<file path="config.mk">
export PLATFORM = sky130hd
export DESIGN_NAME = pipe_ctrl
export DESIGN_NICKNAME = d
export VERILOG_FILES = /design/src/rtl/rv6_pkg.sv /design/src/rtl/pipe_ctrl_hz_match.sv /design/src/rtl/pipe_ctrl.sv
export SDC_FILE = /design/constraint.sdc
export NUM_CORES = 1
export LEC_CHECK = 0
export CORE_UTILIZATION = 54
export DETAILED_ROUTE_END_ITERATION = 8
export PLACE_DENSITY = 0.88
export SYNTH_ARGS = -nofsm -noshare
export SYNTH_HDL_FRONTEND = slang
export SYNTH_SLANG_ARGS = --single-unit
</file>
<file path="constraint.sdc">
create_clock -name clk -period 7.6 [get_ports clk]
set_input_delay 1.52 -clock clk [delete_from_list [all_inputs] [get_ports clk]]
set_output_delay 1.52 -clock clk [all_outputs]
set_load 0.02 [all_outputs]
</file>
<file path="src/rtl/rv6_pkg.sv">
// Shared definitions for the RV64 six-stage pipeline (IF, PD, ID, EX, MEM, WB).
// Holds the major opcodes, the NOP encoding, the ID operand-select encodings
// and the control-action encoding that pipe_ctrl uses to steer the stages.
package rv6_pkg;

   localparam logic [6:0] OP_LOAD   = 7'b0000011;
   localparam logic [6:0] OP_STORE  = 7'b0100011;
   localparam logic [6:0] OP_BRANCH = 7'b1100011;
   localparam logic [6:0] OP_JALR   = 7'b1100111;
   localparam logic [6:0] OP_JAL    = 7'b1101111;
   localparam logic [6:0] OP_OP     = 7'b0110011;
   localparam logic [6:0] OP_OP_IMM = 7'b0010011;

   localparam logic [31:0] NOP = 32'h0000_0013;

   // ID operand source select
   typedef enum logic [1:0] {
      FWD_RF = 2'd0,   // register file
      FWD_XM = 2'd1,   // EX/MEM alu_out
      FWD_MW = 2'd2,   // MEM/WB data
      FWD_LD = 2'd3    // MEM dmem_out (load data)
   } fwd_sel_e;

   // Pipeline action for the current cycle, highest priority last
   typedef enum logic [2:0] {
      CTL_RUN   = 3'd0,
      CTL_IBUSY = 3'd1,
      CTL_REDIR = 3'd2,
      CTL_LDUSE = 3'd3,
      CTL_DBUSY = 3'd4
   } ctl_e;

endpackage

</file>
<file path="src/rtl/pipe_ctrl_hz_match.sv">
// hz_match: compares one ID source register against one downstream stage's
// destination register.  A hit needs a valid writing stage, an actually used
// source, equal indices, and a non-x0 source (x0 never carries a dependency).
// Ports: stg_vld/stg_wr/stg_rd describe the producing stage, rs/rs_used the
// consuming operand, hit is the combinational result.
module hz_match
   import rv6_pkg::*;
#(
   parameter int RW = 5
) (
   input  logic          stg_vld,
   input  logic          stg_wr,
   input  logic [RW-1:0] stg_rd,
   input  logic [RW-1:0] rs,
   input  logic          rs_used,
   output logic          hit
);

   assign hit = stg_vld & stg_wr & rs_used & (rs != '0) & (stg_rd == rs);

endmodule

</file>
<file path="src/rtl/pipe_ctrl.sv">
// pipe_ctrl: pipeline control for the six-stage RV64 hart.
// Tracks a valid bit per stage register, detects RAW hazards against EX, MEM
// and WB, produces ID forwarding selects, handles redirect kills and bus-wait
// stalls, runs a bus watchdog and keeps saturating event counters.
// Ports:
//   clk, rst_n                     clock, synchronous active-low reset
//   i_busy, d_busy                 fetch / data bus waiting
//   redirect                       ID resolved a jalr or mispredict
//   id_rs*, id_rs*_used, id_is_br  ID operand description
//   ex/mem/wb _rd, _wr, _load      producer description per stage
//   stall_*                        hold the stage register (combinational)
//   v_*                            valid bit of each stage register
//   fwd_a, fwd_b                   ID operand select (rv6_pkg::fwd_sel_e)
//   bus_err                        sticky watchdog flag
//   cnt_stall/flush/retire         saturating event counters
module pipe_ctrl
   import rv6_pkg::*;
#(
   parameter int RW     = 5,
   parameter int FWD_EN = 1,
   parameter int CNT_W  = 32,
   parameter int WDOG   = 1024
) (
   input  logic             clk,
   input  logic             rst_n,
   input  logic             i_busy,
   input  logic             d_busy,
   input  logic             redirect,
   input  logic [RW-1:0]    id_rs1,
   input  logic [RW-1:0]    id_rs2,
   input  logic             id_rs1_used,
   input  logic             id_rs2_used,
   input  logic             id_is_br,
   input  logic [RW-1:0]    ex_rd,
   input  logic [RW-1:0]    mem_rd,
   input  logic [RW-1:0]    wb_rd,
   input  logic             ex_wr,
   input  logic             mem_wr,
   input  logic             wb_wr,
   input  logic             ex_load,
   input  logic             mem_load,
   output logic             stall_if,
   output logic             stall_pd,
   output logic             stall_id,
   output logic             stall_ex,
   output logic             stall_mem,
   output logic             v_fp,
   output logic             v_pd,
   output logic             v_dx,
   output logic             v_xm,
   output logic             v_mw,
   output logic [1:0]       fwd_a,
   output logic [1:0]       fwd_b,
   output logic             bus_err,
   output logic [CNT_W-1:0] cnt_stall,
   output logic [CNT_W-1:0] cnt_flush,
   output logic [CNT_W-1:0] cnt_retire
);

   localparam bit FWD_ON = (FWD_EN != 0);
   localparam int WD_W   = $clog2(WDOG + 1);

   function automatic logic [CNT_W-1:0] sat_inc(input logic [CNT_W-1:0] c,
                                                input logic             en);
      return (en && (c != '1)) ? c + CNT_W'(1) : c;
   endfunction

   // A MEM hit is the younger producer, so it wins over WB.
   function automatic logic [1:0] fwd_pick(input logic hit_mem,
                                           input logic hit_wb,
                                           input logic is_load);
      if (!FWD_ON) return FWD_RF;
      if (hit_mem) return is_load ? FWD_LD : FWD_XM;
      if (hit_wb)  return FWD_MW;
      return FWD_RF;
   endfunction

   logic [2:0]    stg_vld, stg_wr;     // [0]=EX, [1]=MEM, [2]=WB
   logic [RW-1:0] stg_rd [3];
   logic [2:0]    hit_a, hit_b;
   logic          any_ex, any_mem, any_wb;
   logic          load_use, interlock, any_stall;
   ctl_e          ctl;
   logic [WD_W-1:0] wd_cnt;

   assign stg_vld  = {v_mw, v_xm, v_dx};
   assign stg_wr   = {wb_wr, mem_wr, ex_wr};
   assign stg_rd[0] = ex_rd;
   assign stg_rd[1] = mem_rd;
   assign stg_rd[2] = wb_rd;

   for (genvar g = 0; g < 3; g++) begin : g_hz
      hz_match #(.RW(RW)) u_rs1 (
         .stg_vld (stg_vld[g]), .stg_wr (stg_wr[g]), .stg_rd (stg_rd[g]),
         .rs      (id_rs1),     .rs_used(id_rs1_used), .hit  (hit_a[g])
      );
      hz_match #(.RW(RW)) u_rs2 (
         .stg_vld (stg_vld[g]), .stg_wr (stg_wr[g]), .stg_rd (stg_rd[g]),
         .rs      (id_rs2),     .rs_used(id_rs2_used), .hit  (hit_b[g])
      );
   end

   assign any_ex  = hit_a[0] | hit_b[0];
   assign any_mem = hit_a[1] | hit_b[1];
   assign any_wb  = hit_a[2] | hit_b[2];

   // Branches consume operands in ID, so an EX producer of any kind, or a
   // load still in MEM, cannot be forwarded in time.
   assign load_use  = (any_ex & ex_load) | (id_is_br & any_ex) |
                      (id_is_br & any_mem & mem_load);
   assign interlock = !FWD_ON && (any_ex || any_mem || any_wb);

   // Action select: stall/forward outputs are forced quiet while in reset.
   always_comb begin
      ctl = CTL_RUN;
      if (rst_n) begin
         if (d_busy)                     ctl = CTL_DBUSY;
         else if (load_use || interlock) ctl = CTL_LDUSE;
         else if (redirect)              ctl = CTL_REDIR;
         else if (i_busy)                ctl = CTL_IBUSY;
      end
   end

   assign stall_if  = (ctl == CTL_DBUSY) || (ctl == CTL_LDUSE) || (ctl == CTL_IBUSY);
   assign stall_pd  = (ctl == CTL_DBUSY) || (ctl == CTL_LDUSE);
   assign stall_id  = stall_pd;
   assign stall_ex  = (ctl == CTL_DBUSY);
   assign stall_mem = stall_ex;
   assign any_stall = stall_if | stall_pd | stall_id | stall_ex | stall_mem;

   assign fwd_a = rst_n ? fwd_pick(hit_a[1], hit_a[2], mem_load) : FWD_RF;
   assign fwd_b = rst_n ? fwd_pick(hit_b[1], hit_b[2], mem_load) : FWD_RF;

   // Stage-register valids, counters and watchdog
   always_ff @(posedge clk) begin
      if (!rst_n) begin
         v_fp       <= 1'b0;
         v_pd       <= 1'b0;
         v_dx       <= 1'b0;
         v_xm       <= 1'b0;
         v_mw       <= 1'b0;
         cnt_stall  <= '0;
         cnt_flush  <= '0;
         cnt_retire <= '0;
         wd_cnt     <= '0;
         bus_err    <= 1'b0;
      end else begin
         case (ctl)
            CTL_DBUSY: v_mw <= 1'b0;
            CTL_LDUSE: begin
               v_dx <= 1'b0;
               v_xm <= v_dx;
               v_mw <= v_xm;
            end
            default: begin
               // Only a plain run cycle fetches something new into IF/PD.
               v_fp <= (ctl == CTL_RUN);
               v_pd <= (ctl == CTL_REDIR) ? 1'b0 : v_fp;
               v_dx <= v_pd;
               v_xm <= v_dx;
               v_mw <= v_xm;
            end
         endcase

         cnt_stall  <= sat_inc(cnt_stall, any_stall);
         cnt_flush  <= sat_inc(cnt_flush, ctl == CTL_REDIR);
         cnt_retire <= sat_inc(cnt_retire, v_mw && !d_busy);

         if (i_busy || d_busy) begin
            if (wd_cnt != WD_W'(WDOG)) wd_cnt <= wd_cnt + WD_W'(1);
            if (wd_cnt >= WD_W'(WDOG - 1)) bus_err <= 1'b1;
         end else begin
            wd_cnt <= '0;
         end
      end
   end

endmodule

</file>
==> flow_metrics.env, run 1 <==
export IMPL_status="finished clean"
export IMPL_io_pins=149
export IMPL_fin_crit_sh=0.773
export IMPL_grt_max_degree=55
export IMPL_path_class="primary input to output pin"
export IMPL_dieArea_sq_mm=0.0114
export IMPL_grt_pass1_wl_microns=28600
export IMPL_timing_fmax_mhz=170
export IMPL_cts_sinks=113
export IMPL_grt_use_total=0.312
export IMPL_clock_skew_ns=0.0104
export IMPL_top_usage_layer="met2"
export IMPL_cts_tree="yes"
export IMPL_cp_end_kind="output pin"
export IMPL_finalHoldViolations=0
export IMPL_rows=37
export IMPL_final_cell_mix="clkdlybuf4s50_1, dfxtp_1, nand2_1"
export IMPL_cp_top_family="buffers and inverters"
export IMPL_ys_seq_area_frac=0.383
export IMPL_multiInputGateArea_sq_mm=0.00347
export IMPL_area_delta_synth_final_pct=35.9
export IMPL_cp_required_ns=6.08
export IMPL_synth_nets=768
export IMPL_synthFlopType="dfxtp_1"
export IMPL_start_util=0.565
export IMPL_start_kind="primary input"
export IMPL_clk_latency_ns=0.52
export IMPL_rsz0062_at_grt="no"
export IMPL_wirelength_microns=17400
export IMPL_syn_avg_cell_area_sq_um=8.16
export IMPL_worst_path_max_fanout=5
export IMPL_seqCellArea_sq_mm=0.00226
export IMPL_r2r_slack_ns=4.92
export IMPL_drt_initial_drc_count=419
export IMPL_dpl_hpwl_microns=12300
export IMPL_n_fill_cell=753
export IMPL_preCtsSetupSlack_ns=1.74
export IMPL_synth_distinct_cells=53
export IMPL_grt_pass1_vias=6166
export IMPL_remaining_drc_errors=0
export IMPL_crit_path_max_incr_delay_ns=0.61
export IMPL_syn_area_sq_mm=0.00591
export IMPL_grt_use_met1=0.355
export IMPL_synthArstFlopShare=0
export IMPL_worst_slack_ns=1.73
export IMPL_cp_common_cell="clkdlybuf4s50_1"
export IMPL_timing_hold_ws_ns=0.509
export IMPL_worstHoldStart="wd_cnt[10]"
export IMPL_cts_resized=0
export IMPL_p_leak_uw=0.00270
export IMPL_power_density_mw_per_mm2=183
export IMPL_min_path_cells=2
export IMPL_synth_edf_count=0
export IMPL_final_period_minus_worst_setup_slack_ns=5.87
export IMPL_vdd_drop_max_uv=128
export IMPL_antenna_left=0
export IMPL_clkTransAtPathRegs_ns=0.06
export IMPL_die_y_microns=107
export IMPL_h_tree_depth=4
export IMPL_post_cts_setup_buffer_count=0
export IMPL_clockBufferDepth=2
export IMPL_place_congestion=0.975
export IMPL_dieWidth_microns=107
export IMPL_drv_slew=0
export IMPL_worst_pin_slew_ns=0.775
export IMPL_p_total_uw=1470
export IMPL_synth_warnings=0
export IMPL_path_buf_inv=2
export IMPL_vias=6262
export IMPL_r2r_start="v_dx"
export IMPL_final_nets=910
export IMPL_ys_ff_latch=113
export IMPL_drt_pre_antenna_iters=5
export IMPL_worstPathArrival_ns=4.35
export IMPL_use_met2=0.538
export IMPL_rr_worst_depth=8
export IMPL_ctsHoldBuffers=0
export IMPL_syn_inst=725
export IMPL_overflow=0
export IMPL_min_path_type="register to register"
export IMPL_grt_use_met3=0.0863
export IMPL_drive_gt1_frac=0.0511
export IMPL_vias_per_cell=6.16
export IMPL_port_buffers=148
export IMPL_grt_antenna_before_repair=0
export IMPL_slowest_stage="or4_1"
export IMPL_routedWlPerCell_microns=17.1
export IMPL_fin_tns_setup_ns=0
export IMPL_r2r_end="cnt_stall[29]"
export IMPL_setup_viol=0
export IMPL_cts_buffers=17
export IMPL_cts_root_buf="clkbuf_8"
export IMPL_cp_cell_sequence="clkdlybuf4s50_1 -> or4_1 -> o21a_1 -> a41oi_2 -> nand2_1 -> a21oi_1 -> nor2_1 -> clkdlybuf4s50_1"
export IMPL_drv_cap=0
export IMPL_relSlewSlack=0.479
export IMPL_final_common_cell="clkdlybuf4s50_1"
export IMPL_core_area_sq_mm=0.0105
export IMPL_holdPathEnd="wd_cnt[10]"
## routing by layer
| layer | part of all wire | vias to the layer above |
|---|---|---|
| li1 | - | 2908 |
| met1 | 0.40 | 2976 |
| met2 | 0.50 | 307 |
| met3 | 0.070 | 71 |
| met4 | 0.032 | 0 |
| met5 | 0 | - |
## cells in the mapped netlist (12+ instances only)
cell type / number / share of area
nand4_1: 33 / 0.035
mux2i_1: 17 / 0.029
inv_1: 12 / 0.0076
or3_1: 26 / 0.028
or4_1: 18 / 0.023
o21ai_0: 25 / 0.021
nor2_1: 66 / 0.042
xor2_1: 39 / 0.058
dfxtp_1: 113 / 0.38
clkbuf_1: 21 / 0.013
nand2b_1: 13 / 0.014
nand2_1: 68 / 0.043
nor3_1: 14 / 0.012
o31ai_1: 16 / 0.020
a21oi_1: 45 / 0.038
xnor2_1: 31 / 0.046
and3_1: 21 / 0.022
nand3_1: 54 / 0.046
## stage by stage
step	instances	util	instance area (sq um)
after floorplan	725	-	5910
final	1017	0.768	8040
after detailed placement	984	0.713	7460
after CTS	1016	0.768	8040
after global routing	1016	0.768	8040
after global placement	984	0.713	7460
## kinds of logic after synthesis
family          synth area share
compound gates             0.119
xor+xnor                   0.104
fa+ha+maj                 0.0106
buf+inv                   0.0305
flops                      0.383
mux                       0.0307
simple gates               0.323
## where the power goes
group | internal (uW) | switching, uW
clock | 504 | 272
sequential | 596 | 3.81
combinational | 41.1 | 54.4
total | 1140 | 330
## cell type report
class / instances / share of cell area
Multi-Input combinational cell: 570 / 0.432
Sequential cell: 113 / 0.281
Timing Repair Buffer: 152 / 0.187
Clock buffer: 21 / 0.0546
Tap cell: 136 / 0.0212
Clock inverter: 11 / 0.0171
Inverter: 13 / 0.00607
Antenna cell: 1 / 0.000311
## how the worst max path moves through the flow
stage	startpoint	end	slack, ns	cells past startpoint
after global placement	id_rs1[1]	stall_if	1.83	8
final	id_rs1[1]	stall_id	1.73	8
after floorplan	id_rs1[1]	stall_pd	2.88	7
after CTS	id_rs2[1]	stall_if	1.74	8
after detailed placement	id_rs1[1]	stall_if	1.74	8
after global routing	id_rs1[1]	stall_if	1.50	8
## worst register-to-register path, delay by kind of cell, from the launching register on
| family | cells | cell delay (ns) |
|---|---|---|
| AND/OR/NAND/NOR | 3 | 1.24 |
| AO/OA/AOI/OAI | 4 | 0.71 |
| flip-flops | 1 | 0.42 |
| buffers and inverters | 1 | 0.25 |
## flip-flops by register name, indices dropped and copies added (netlist names)
| signal | cells |
|---|---|
| v_fp | 1 |
| v_mw | 1 |
| v_pd | 1 |
| cnt_retire | 32 |
| bus_err | 1 |
| cnt_flush | 32 |
| v_dx | 1 |
| v_xm | 1 |
| cnt_stall | 32 |
| wd_cnt | 11 |
Note: power is estimated with default switching activity, not from simulation.
==> run 2, diff against run 1 <==
--- a/config.mk
+++ b/config.mk
@@ -5,9 +5,9 @@
 export SDC_FILE = /design/constraint.sdc
 export NUM_CORES = 1
 export LEC_CHECK = 0
-export CORE_UTILIZATION = 54
+export CORE_UTILIZATION = 50
 export DETAILED_ROUTE_END_ITERATION = 8
-export PLACE_DENSITY = 0.88
+export PLACE_DENSITY = 0.82
 export SYNTH_ARGS = -nofsm -noshare
 export SYNTH_HDL_FRONTEND = slang
 export SYNTH_SLANG_ARGS = --single-unit
==> constraint.sdc (replaced) <==
create_clock -name clk -period 5.65 [get_ports clk]
set_input_delay 1.13 -clock clk [delete_from_list [all_inputs] [get_ports clk]]
set_output_delay 1.13 -clock clk [all_outputs]
set_load 0.02 [all_outputs]
==> flow_metrics.env, run 2 (same netlist as run 1, synthesis figures left out) <==
export IMPL_setup_viol=0
export IMPL_r2r_start="v_dx"
export IMPL_clk_latency_ns=0.42
export IMPL_timing_fmax_mhz=195
export IMPL_path_buf_inv=2
export IMPL_start_util=0.516
export IMPL_worstPathArrival_ns=4.00
export IMPL_rows=39
export IMPL_finalHoldViolations=0
export IMPL_final_period_minus_worst_setup_slack_ns=5.13
export IMPL_grt_max_degree=62
export IMPL_r2r_end="cnt_stall[12]"
export IMPL_path_class="primary input to output pin"
export IMPL_post_cts_setup_buffer_count=0
export IMPL_area_delta_synth_final_pct=36.0
export IMPL_cp_required_ns=4.52
export IMPL_switching_power_uw=483
export IMPL_antenna_left=0
export IMPL_n_fill_cell=930
export IMPL_placed_cells=991
export IMPL_remaining_drc_errors=0
export IMPL_cp_cell_sequence="clkdlybuf4s50_1 -> or4_1 -> o211ai_1 -> o22ai_1 -> a22o_1 -> nor2_1 -> nor2_1 -> clkdlybuf4s50_1"
export IMPL_crit_path_max_incr_delay_ns=0.60
export IMPL_place_congestion=0.908
export IMPL_cp_top_family="simple AND/OR/NAND/NOR gates"
export IMPL_cts_sinks=113
export IMPL_fin_tns_setup_ns=0
export IMPL_cts_tree="yes"
export IMPL_clkTransAtPathRegs_ns=0.05
export IMPL_start_kind="primary input"
export IMPL_stdcell_count=1023
export IMPL_dpl_hpwl_microns=12100
export IMPL_h_tree_depth=4
export IMPL_drv_cap=0
export IMPL_min_path_cells=2
export IMPL_io_pins=149
export IMPL_cp_end_kind="output pin"
export IMPL_slowest_stage="or4_1"
export IMPL_cts_root_buf="clkbuf_16"
export IMPL_comb_power_share=0.064
export IMPL_final_nets=910
export IMPL_cts_buffers=17
export IMPL_seqPwrFrac=0.412
export IMPL_final_util=0.701
export IMPL_wirelength_microns=16800
export IMPL_clockBufferDepth=2
export IMPL_cts_resized=0
export IMPL_clock_skew_ns=0.0126
export IMPL_drt_pre_antenna_iters=5
export IMPL_core_area_sq_mm=0.0115
export IMPL_holdPathEnd="cnt_stall[29]"
export IMPL_ctsHoldBuffers=0
export IMPL_dieWidth_microns=111
export IMPL_overflow=0
export IMPL_relSlewSlack=0.431
export IMPL_cell_internal_pwr_uw=1480
export IMPL_r2r_slack_ns=3.10
export IMPL_fin_crit_sh=0.908
export IMPL_top_regs="cnt_flush x32, cnt_retire x32, cnt_stall x32"
export IMPL_grt_pass1_wl_microns=27800
export IMPL_grt_pass1_vias=5749
export IMPL_min_path_type="register to register"
export IMPL_vias_per_cell=5.90
export IMPL_timing_hold_ws_ns=0.499
export IMPL_grt_use_total=0.278
export IMPL_final_common_cell="clkdlybuf4s50_1"
export IMPL_vdd_drop_max_uv=275
export IMPL_port_buffers=148
export IMPL_worst_path_max_fanout=9
export IMPL_vias=6032
export IMPL_die_y_microns=111
export IMPL_drt_initial_drc_count=471
export IMPL_dieArea_sq_mm=0.0123
export IMPL_drive_gt1_frac=0.0545
export IMPL_switching_share=0.247
export IMPL_worst_pin_slew_ns=0.846
export IMPL_grt_antenna_before_repair=0
export IMPL_routedWlPerCell_microns=16.4
export IMPL_p_leak_uw=0.00269
export IMPL_power_density_mw_per_mm2=244
export IMPL_p_clk_frac=0.524
export IMPL_final_cell_mix="clkdlybuf4s50_1, dfxtp_1, nand2_1"
export IMPL_rsz0062_at_grt="no"
export IMPL_diodes=0
export IMPL_drv_slew=0
export IMPL_rr_worst_depth=7
export IMPL_worstHoldStart="cnt_stall[29]"
export IMPL_status="finished clean"
==> run 2: worst max-delay path by stage <==
stage	start	endpoint	cells past startpoint
4_1_cts	id_rs2[1]	stall_if	8
6_report	id_rs2[1]	stall_if	8
5_1_grt	id_rs2[1]	stall_if	8
3_3_place_gp	id_rs2[1]	stall_if	8
3_5_place_dp	id_rs2[1]	stall_if	8
2_1_floorplan	id_rs1[1]	stall_pd	7
==> run 2: per-layer routing <==
metal	up-vias	wire length, microns	GRT usage	share of wire
met2	217	8610	0.490	0.51
met3	34	1000	0.0727	0.060
met1	2868	6830	0.317	0.41
met5	-	0	0	0
met4	0	370	0.117	0.022
li1	2913	-	-	-
==> run 2: tightest hold or removal path: stages, from the launching register on <==
cell and delay (ns):
dfxtp_1 0.33, o31ai_1 0.07, a21oi_1 0.06
==> run 2: cell type report <==
class	count	area, sq um	share of cell area
well taps	143	179	0.0223
flip-flops and latches	113	2260	0.281
clock buffers	18	439	0.0546
clock inverters	14	134	0.0167
repair buffers	152	1510	0.187
inverters	13	48.8	0.00607
multi-input cells	570	3470	0.432
==> run 2: power by group through the flow <==
| stage | Clock, uW | Sequential [uW] | Combinational (uW) |
|---|---|---|---|
| finish | 1030 | 806 | 125 |
| detailed placement | 0 | 823 | 125 |
| CTS | 1030 | 806 | 125 |
| floorplan | 0 | 826 | 65.0 |
| global route | 1080 | 806 | 135 |
| global placement | 0 | 823 | 124 |
==> run 2: through the flow <==
step	area [sq um]	worst slack (ns)	power, uW
floorplan	5910	1.71	891
global placement	7470	0.585	947
detailed placement	7470	0.528	948
CTS	8040	0.505	1970
global route	8040	0.375	2020
finish	8040	0.523	1960
